<file path="src/rtl/iob_ram_tdp_be.sv">
// True dual-port RAM with per-byte write strobes. After reset it zeroes every word before it accepts requests.
// Define IOB_RAM_TDP_BE_COLLISION_EN to flag same-address write conflicts on collision_o.
module iob_ram_tdp_be #(
    parameter int DATA_W     = 32,
    parameter int ADDR_W     = 4,
    parameter int OUT_REG    = 0,
    parameter int READ_FIRST = 1
) (
    input  logic                clk_i,
    input  logic                rst_n_i,
    output logic                busy_o,
    input  logic                enA_i,
    input  logic [DATA_W/8-1:0] weA_i,
    input  logic [ADDR_W-1:0]   addrA_i,
    input  logic [DATA_W-1:0]   dA_i,
    output logic [DATA_W-1:0]   dA_o,
    output logic                rvalidA_o,
    input  logic                enB_i,
    input  logic [DATA_W/8-1:0] weB_i,
    input  logic [ADDR_W-1:0]   addrB_i,
    input  logic [DATA_W-1:0]   dB_i,
    output logic [DATA_W-1:0]   dB_o,
    output logic                rvalidB_o,
    output logic                collision_o
);

    // state | meaning
    // CLEAR | zero word clr_cnt_q this cycle; port requests ignored
    // RUN   | normal dual-port operation

    localparam int NB    = DATA_W / 8;
    localparam int DEPTH = 1 << ADDR_W;

    typedef enum logic {
        ST_CLEAR,
        ST_RUN
    } state_t;

    state_t            state_q, state_d;
    logic [ADDR_W-1:0] clr_cnt_q, clr_cnt_d;

    logic [DATA_W-1:0] mem_q [DEPTH];

    logic              clr_we;
    logic              acc_a, acc_b;
    logic [NB-1:0]     be_a, be_b;
    logic [DATA_W-1:0] old_a, old_b;
    logic [DATA_W-1:0] merged_a, merged_b;
    logic [DATA_W-1:0] rdata_a, rdata_b;

    logic              rv1_a_q, rv1_a_d, rv1_b_q, rv1_b_d;
    logic [DATA_W-1:0] rd1_a_q, rd1_a_d, rd1_b_q, rd1_b_d;
    logic              rv2_a_q, rv2_a_d, rv2_b_q, rv2_b_d;
    logic [DATA_W-1:0] rd2_a_q, rd2_a_d, rd2_b_q, rd2_b_d;

    always_comb begin
        state_d   = state_q;
        clr_cnt_d = clr_cnt_q;
        unique case (state_q)
            ST_CLEAR: begin
                clr_cnt_d = clr_cnt_q + ADDR_W'(1);
                if (clr_cnt_q == '1) begin
                    state_d = ST_RUN;
                end
            end
            ST_RUN: begin
                state_d = ST_RUN;
            end
        endcase
    end

    always_ff @(posedge clk_i) begin
        if (!rst_n_i) begin
            state_q   <= ST_CLEAR;
            clr_cnt_q <= '0;
        end else begin
            state_q   <= state_d;
            clr_cnt_q <= clr_cnt_d;
        end
    end

    assign busy_o = (state_q == ST_CLEAR);

    // A writing port sees its own strobes merged over the stored word; reads never see the other port's write.
    always_comb begin
        clr_we   = rst_n_i && (state_q == ST_CLEAR);
        acc_a    = rst_n_i && (state_q == ST_RUN) && enA_i;
        acc_b    = rst_n_i && (state_q == ST_RUN) && enB_i;
        be_a     = acc_a ? weA_i : '0;
        be_b     = acc_b ? weB_i : '0;
        old_a    = mem_q[addrA_i];
        old_b    = mem_q[addrB_i];
        merged_a = old_a;
        merged_b = old_b;
        for (int k = 0; k < NB; k++) begin
            if (weA_i[k]) merged_a[8*k +: 8] = dA_i[8*k +: 8];
            if (weB_i[k]) merged_b[8*k +: 8] = dB_i[8*k +: 8];
        end
        rdata_a = (READ_FIRST != 0) ? old_a : merged_a;
        rdata_b = (READ_FIRST != 0) ? old_b : merged_b;
    end

    // Port B lanes are written after port A so B wins overlapping strobes.
    always_ff @(posedge clk_i) begin
        if (clr_we) begin
            mem_q[clr_cnt_q] <= '0;
        end
        for (int k = 0; k < NB; k++) begin
            if (be_a[k]) mem_q[addrA_i][8*k +: 8] <= dA_i[8*k +: 8];
            if (be_b[k]) mem_q[addrB_i][8*k +: 8] <= dB_i[8*k +: 8];
        end
    end

    always_comb begin
        rv1_a_d = acc_a;
        rv1_b_d = acc_b;
        rd1_a_d = acc_a ? rdata_a : rd1_a_q;
        rd1_b_d = acc_b ? rdata_b : rd1_b_q;
        rv2_a_d = rv1_a_q;
        rv2_b_d = rv1_b_q;
        rd2_a_d = rv1_a_q ? rd1_a_q : rd2_a_q;
        rd2_b_d = rv1_b_q ? rd1_b_q : rd2_b_q;
    end

    always_ff @(posedge clk_i) begin
        if (!rst_n_i) begin
            rv1_a_q <= 1'b0;
            rv1_b_q <= 1'b0;
            rd1_a_q <= '0;
            rd1_b_q <= '0;
            rv2_a_q <= 1'b0;
            rv2_b_q <= 1'b0;
            rd2_a_q <= '0;
            rd2_b_q <= '0;
        end else begin
            rv1_a_q <= rv1_a_d;
            rv1_b_q <= rv1_b_d;
            rd1_a_q <= rd1_a_d;
            rd1_b_q <= rd1_b_d;
            rv2_a_q <= rv2_a_d;
            rv2_b_q <= rv2_b_d;
            rd2_a_q <= rd2_a_d;
            rd2_b_q <= rd2_b_d;
        end
    end

    assign rvalidA_o = (OUT_REG != 0) ? rv2_a_q : rv1_a_q;
    assign rvalidB_o = (OUT_REG != 0) ? rv2_b_q : rv1_b_q;
    assign dA_o      = (OUT_REG != 0) ? rd2_a_q : rd1_a_q;
    assign dB_o      = (OUT_REG != 0) ? rd2_b_q : rd1_b_q;

`ifdef IOB_RAM_TDP_BE_COLLISION_EN
    logic coll_q, coll_d;

    always_comb begin
        coll_d = acc_a && acc_b && (addrA_i == addrB_i) && ((|weA_i) || (|weB_i));
    end

    always_ff @(posedge clk_i) begin
        if (!rst_n_i) begin
            coll_q <= 1'b0;
        end else begin
            coll_q <= coll_d;
        end
    end

    assign collision_o = coll_q;
`else
    assign collision_o = 1'b0;
`endif

endmodule
</file>
<file path="config.mk">
export PLATFORM = sky130hd
export DESIGN_NAME = iob_ram_tdp_be
export DESIGN_NICKNAME = d
export VERILOG_FILES = /design/src/rtl/iob_ram_tdp_be.sv
export SDC_FILE = /design/constraint.sdc
export NUM_CORES = 1
export LEC_CHECK = 0
export CAP_MARGIN = 20
export CORE_MARGIN = 2
export CORE_UTILIZATION = 51
export DETAILED_ROUTE_END_ITERATION = 16
export GPL_TIMING_DRIVEN = 0
export PLACE_DENSITY = 0.69
export SETUP_SLACK_MARGIN = 0.02
export SYNTH_ARGS = -nofsm -noshare
export SYNTH_HDL_FRONTEND = slang
export SYNTH_SLANG_ARGS = --single-unit
export TNS_END_PERCENT = 5
</file>
<file path="constraint.sdc">
create_clock -name clk_i -period 3.1 [get_ports clk_i]
set_clock_uncertainty 0.1 [all_clocks]
set_input_delay 0.465 -clock clk_i [delete_from_list [all_inputs] [get_ports clk_i]]
set_output_delay 0.465 -clock clk_i [all_outputs]
set_load 0.1 [all_outputs]
</file>
==> flow_summary.json <==
{
  "status": "finished, violations left",
  "violations": "setup timing",
  "rsz0062_at_grt": "true",
  "rows": 94,
  "whs_path_depth": 2,
  "grt_pass1_vias": 23580,
  "finalCriticalPeriod_ns": 3.283,
  "finalCritPeriodShare_pct": 105.9,
  "hold_violations": 0,
  "grt_pass1_wl_um": 171700,
  "layout-drive-gt1-share_pct": 47.48,
  "synth-seq-area-share_pct": 50.05,
  "synthFlopType": "edfxtp_1",
  "drc": 0,
  "finalSetupViolCount": 108,
  "coreArea_um2": 65390,
  "max_freq_mhz": 304.6,
  "place_hpwl_um": 86170,
  "tritoncts": "done",
  "grt_max_degree": 14,
  "clkLatencyLatePin_ns": 0.62,
  "start_util_pct": 51.32,
  "ir_drop_mv": 0.2734,
  "drv_slew": 0,
  "power_density_nw_per_um2": 456.6,
  "cts_max_level": 3,
  "final_nets": 2489,
  "drt-total-wl_um": 124600,
  "required_ns": 3.22,
  "multi_input_area_um2": 16190,
  "antenna_found_initial": 2,
  "drt_iter0_drc": 3465,
  "numCtsBuffers": 66,
  "cts.sinks": 583,
  "syn_to_final_growth_pct": 17.56,
  "worstSetupEndpointType": "flip-flop",
  "ant_nets": 0,
  "dieHeight_um": 260.5,
  "cts-root-buf": "clkbuf_16",
  "regArea_um2": 16800,
  "timing.hold.ws_ns": 0.3699,
  "cp-start-kind": "primary input",
  "ios": 152,
  "tightest_slew_ns": 1.271,
  "dr.pass1.iters": 6,
  "syn_nets": 2213,
  "hold_class": "reg -> reg",
  "grt.overflow.total": 0,
  "n_fill_cell": 4987,
  "slew_headroom_pct": 15.24,
  "avgSynthCellArea_um2": 15.77,
  "die_x_um": 260.5,
  "criticalPathCategory": "in -> reg",
  "final.setup.worst_slack_ns": -0.1831,
  "vias": 23340,
  "netlist_area_um2": 33560,
  "postCtsHoldBufs": 0,
  "synth_cell_type_count": 58,
  "path_clk_slew_ns": 0.06,
  "die-area_um2": 67870,
  "max_cap_viol_count": 0,
  "grt_use_total_pct": 36.70,
  "rr_worst_depth": 7,
  "synth-async-reset-ratio_pct": 0,
  "yosysWarnings": 0,
  "crit_fanout": 10,
  "routedWlPerCell_um": 37.50,
  "crit_arrival_ns": 3.40,
  "post_drt_via_cell_ratio": 7.026,
  "p_leak_nw": 15.44,
  "netlist_instances": 2128,
  "numPortBuffers": 146,
  "ys_seq_elements": 583,
  "place_congestion": 0.9911,
  "clockBufferDepth": 3,
  "tns_ns": -8.443,
  "synth_edf_count": 512
}
path summary, 6_finish.rpt:
kind              slack [ns]                 endpoint                  start
hold reg to reg         0.37    dB_o[12]$_SDFFE_PN0P_  dB_o[12]$_SDFFE_PN0P_
hold / removal          0.37    dB_o[12]$_SDFFE_PN0P_  dB_o[12]$_SDFFE_PN0P_
setup / recovery       -0.18  mem_q[15][12]$_DFFE_PP_             addrA_i[2]
setup reg to reg        0.05    mem_q[7][7]$_DFFE_PP_     state_q$_SDFF_PN0_
metrics by stage:
stage	power, mW	instance area [um2]	instances	utilization [%]	setup WS [ns]
after floorplan	9.436	33560	2128	-	0.1259
after global placement	10.02	36100	3138	55.21	-1.597
after detailed placement	10.11	37000	3196	56.58	-0.7669
after CTS	17.91	39200	3316	59.94	-0.09243
after global routing	18.31	39450	3320	60.32	-0.1954
final	18.01	39450	3322	60.33	-0.1831
critical path: stages:
cell and delay, ns:
clkdlybuf4s50_1 0.55, buf_2 0.30, buf_2 0.37, nand2_1 0.09, nor3_1 0.49, o21bai_1 0.28
o22ai_2 0.84
routing by layer:
layer	track usage, %	up-vias	share of wire [%]
met5	0	-	0
met4	21.16	0	6.8
met3	10.75	461	12
met2	56.72	1756	45
met1	46.23	11900	36
li1	-	9228	-
kinds of logic (layout without fill, tap and decap cells):
kind of cell | Yosys count | count (layout) | share of synthesized area, %
flops | 583 | 583 | 50.05
fa+ha+maj | 1 | 1 | 0.03728
simple gates | 221 | 221 | 4.698
buf+inv | 195 | 523 | 3.236
mux | 881 | 881 | 36.54
compound gates | 243 | 243 | 5.350
other cells | 1 | 3 | 0.01117
xor+xnor | 3 | 3 | 0.07831
power by group:
| part | switching (mW) | internal, mW |
|---|---|---|
| clock network | 3.33 | 4.66 |
| registers | 0.0355 | 8.51 |
| logic | 0.947 | 0.539 |
area by class of cell:
cell class              count  share of cell area, %
flip-flops and latches    583                  42.57
repair buffers            208                  5.385
plain buffers             192                  2.756
clock inverters            27                 0.5994
well taps                 864                  2.740
inverters                   3                0.02854
clock buffers              93                  4.865
diodes                      2                0.01269
multi-input cells        1350                  41.04
placed cells by master, fill, tap and decap left out, types with 9 or more instances in the layout:
master,netlist,layout
mux2_2,525,525
buf_1,9,10
o21ai_0,37,36
a32oi_1,9,9
clkbuf_2,22,25
and2_0,21,21
edfxtp_1,512,512
nor2_1,11,11
dfxtp_1,71,71
o22ai_2,0,10
a221oi_1,22,22
o31ai_4,0,25
clkbuf_16,0,71
clkinv_2,0,11
nor2b_1,11,11
mux2_1,10,10
nand2_2,44,44
o31ai_2,4,15
mux2i_1,123,123
buf_6,25,64
nand2_1,64,64
nor2_8,20,20
a22oi_1,73,73
clkdlybuf4s50_1,0,145
o211ai_1,32,32
clkbuf_1,77,88
and2_1,14,14
and2_4,11,11
mux4_2,216,216
buf_4,20,38
buf_2,38,36
repair_timing:
| item | CTS | global route |
|---|---|---|
| pin swaps | 0 | 6 |
| endpoints found under the setup margin | 109 | 347 |
| setup buffers | 0 | 1 |
| resized for setup | 7 | 45 |
synth_stat cells, types with 22 or more instances:
cell	instances	area, um2
a22oi_1	73	548.0
o31ai_1	36	270.3
dfxtp_1	71	1421
edfxtp_1	512	15370
a221oi_1	22	192.7
o21ai_0	37	185.2
o211ai_1	32	240.2
clkbuf_2	22	110.1
nand2_1	64	240.2
clkbuf_1	77	289.0
mux2i_1	123	1231
buf_6	25	281.5
mux2_2	525	5912
mux4_2	216	4865
nand2_2	44	275.3
buf_2	38	190.2
flip-flops by register name, indices dropped and copies added (netlist names):
| register | count |
|---|---|
| dA_o | 32 |
| mem_q | 512 |
| rvalidA_o | 1 |
| clr_cnt_q | 4 |
| dB_o | 32 |
| rvalidB_o | 1 |
| state_q | 1 |
(Power assumes the default switching activity.)
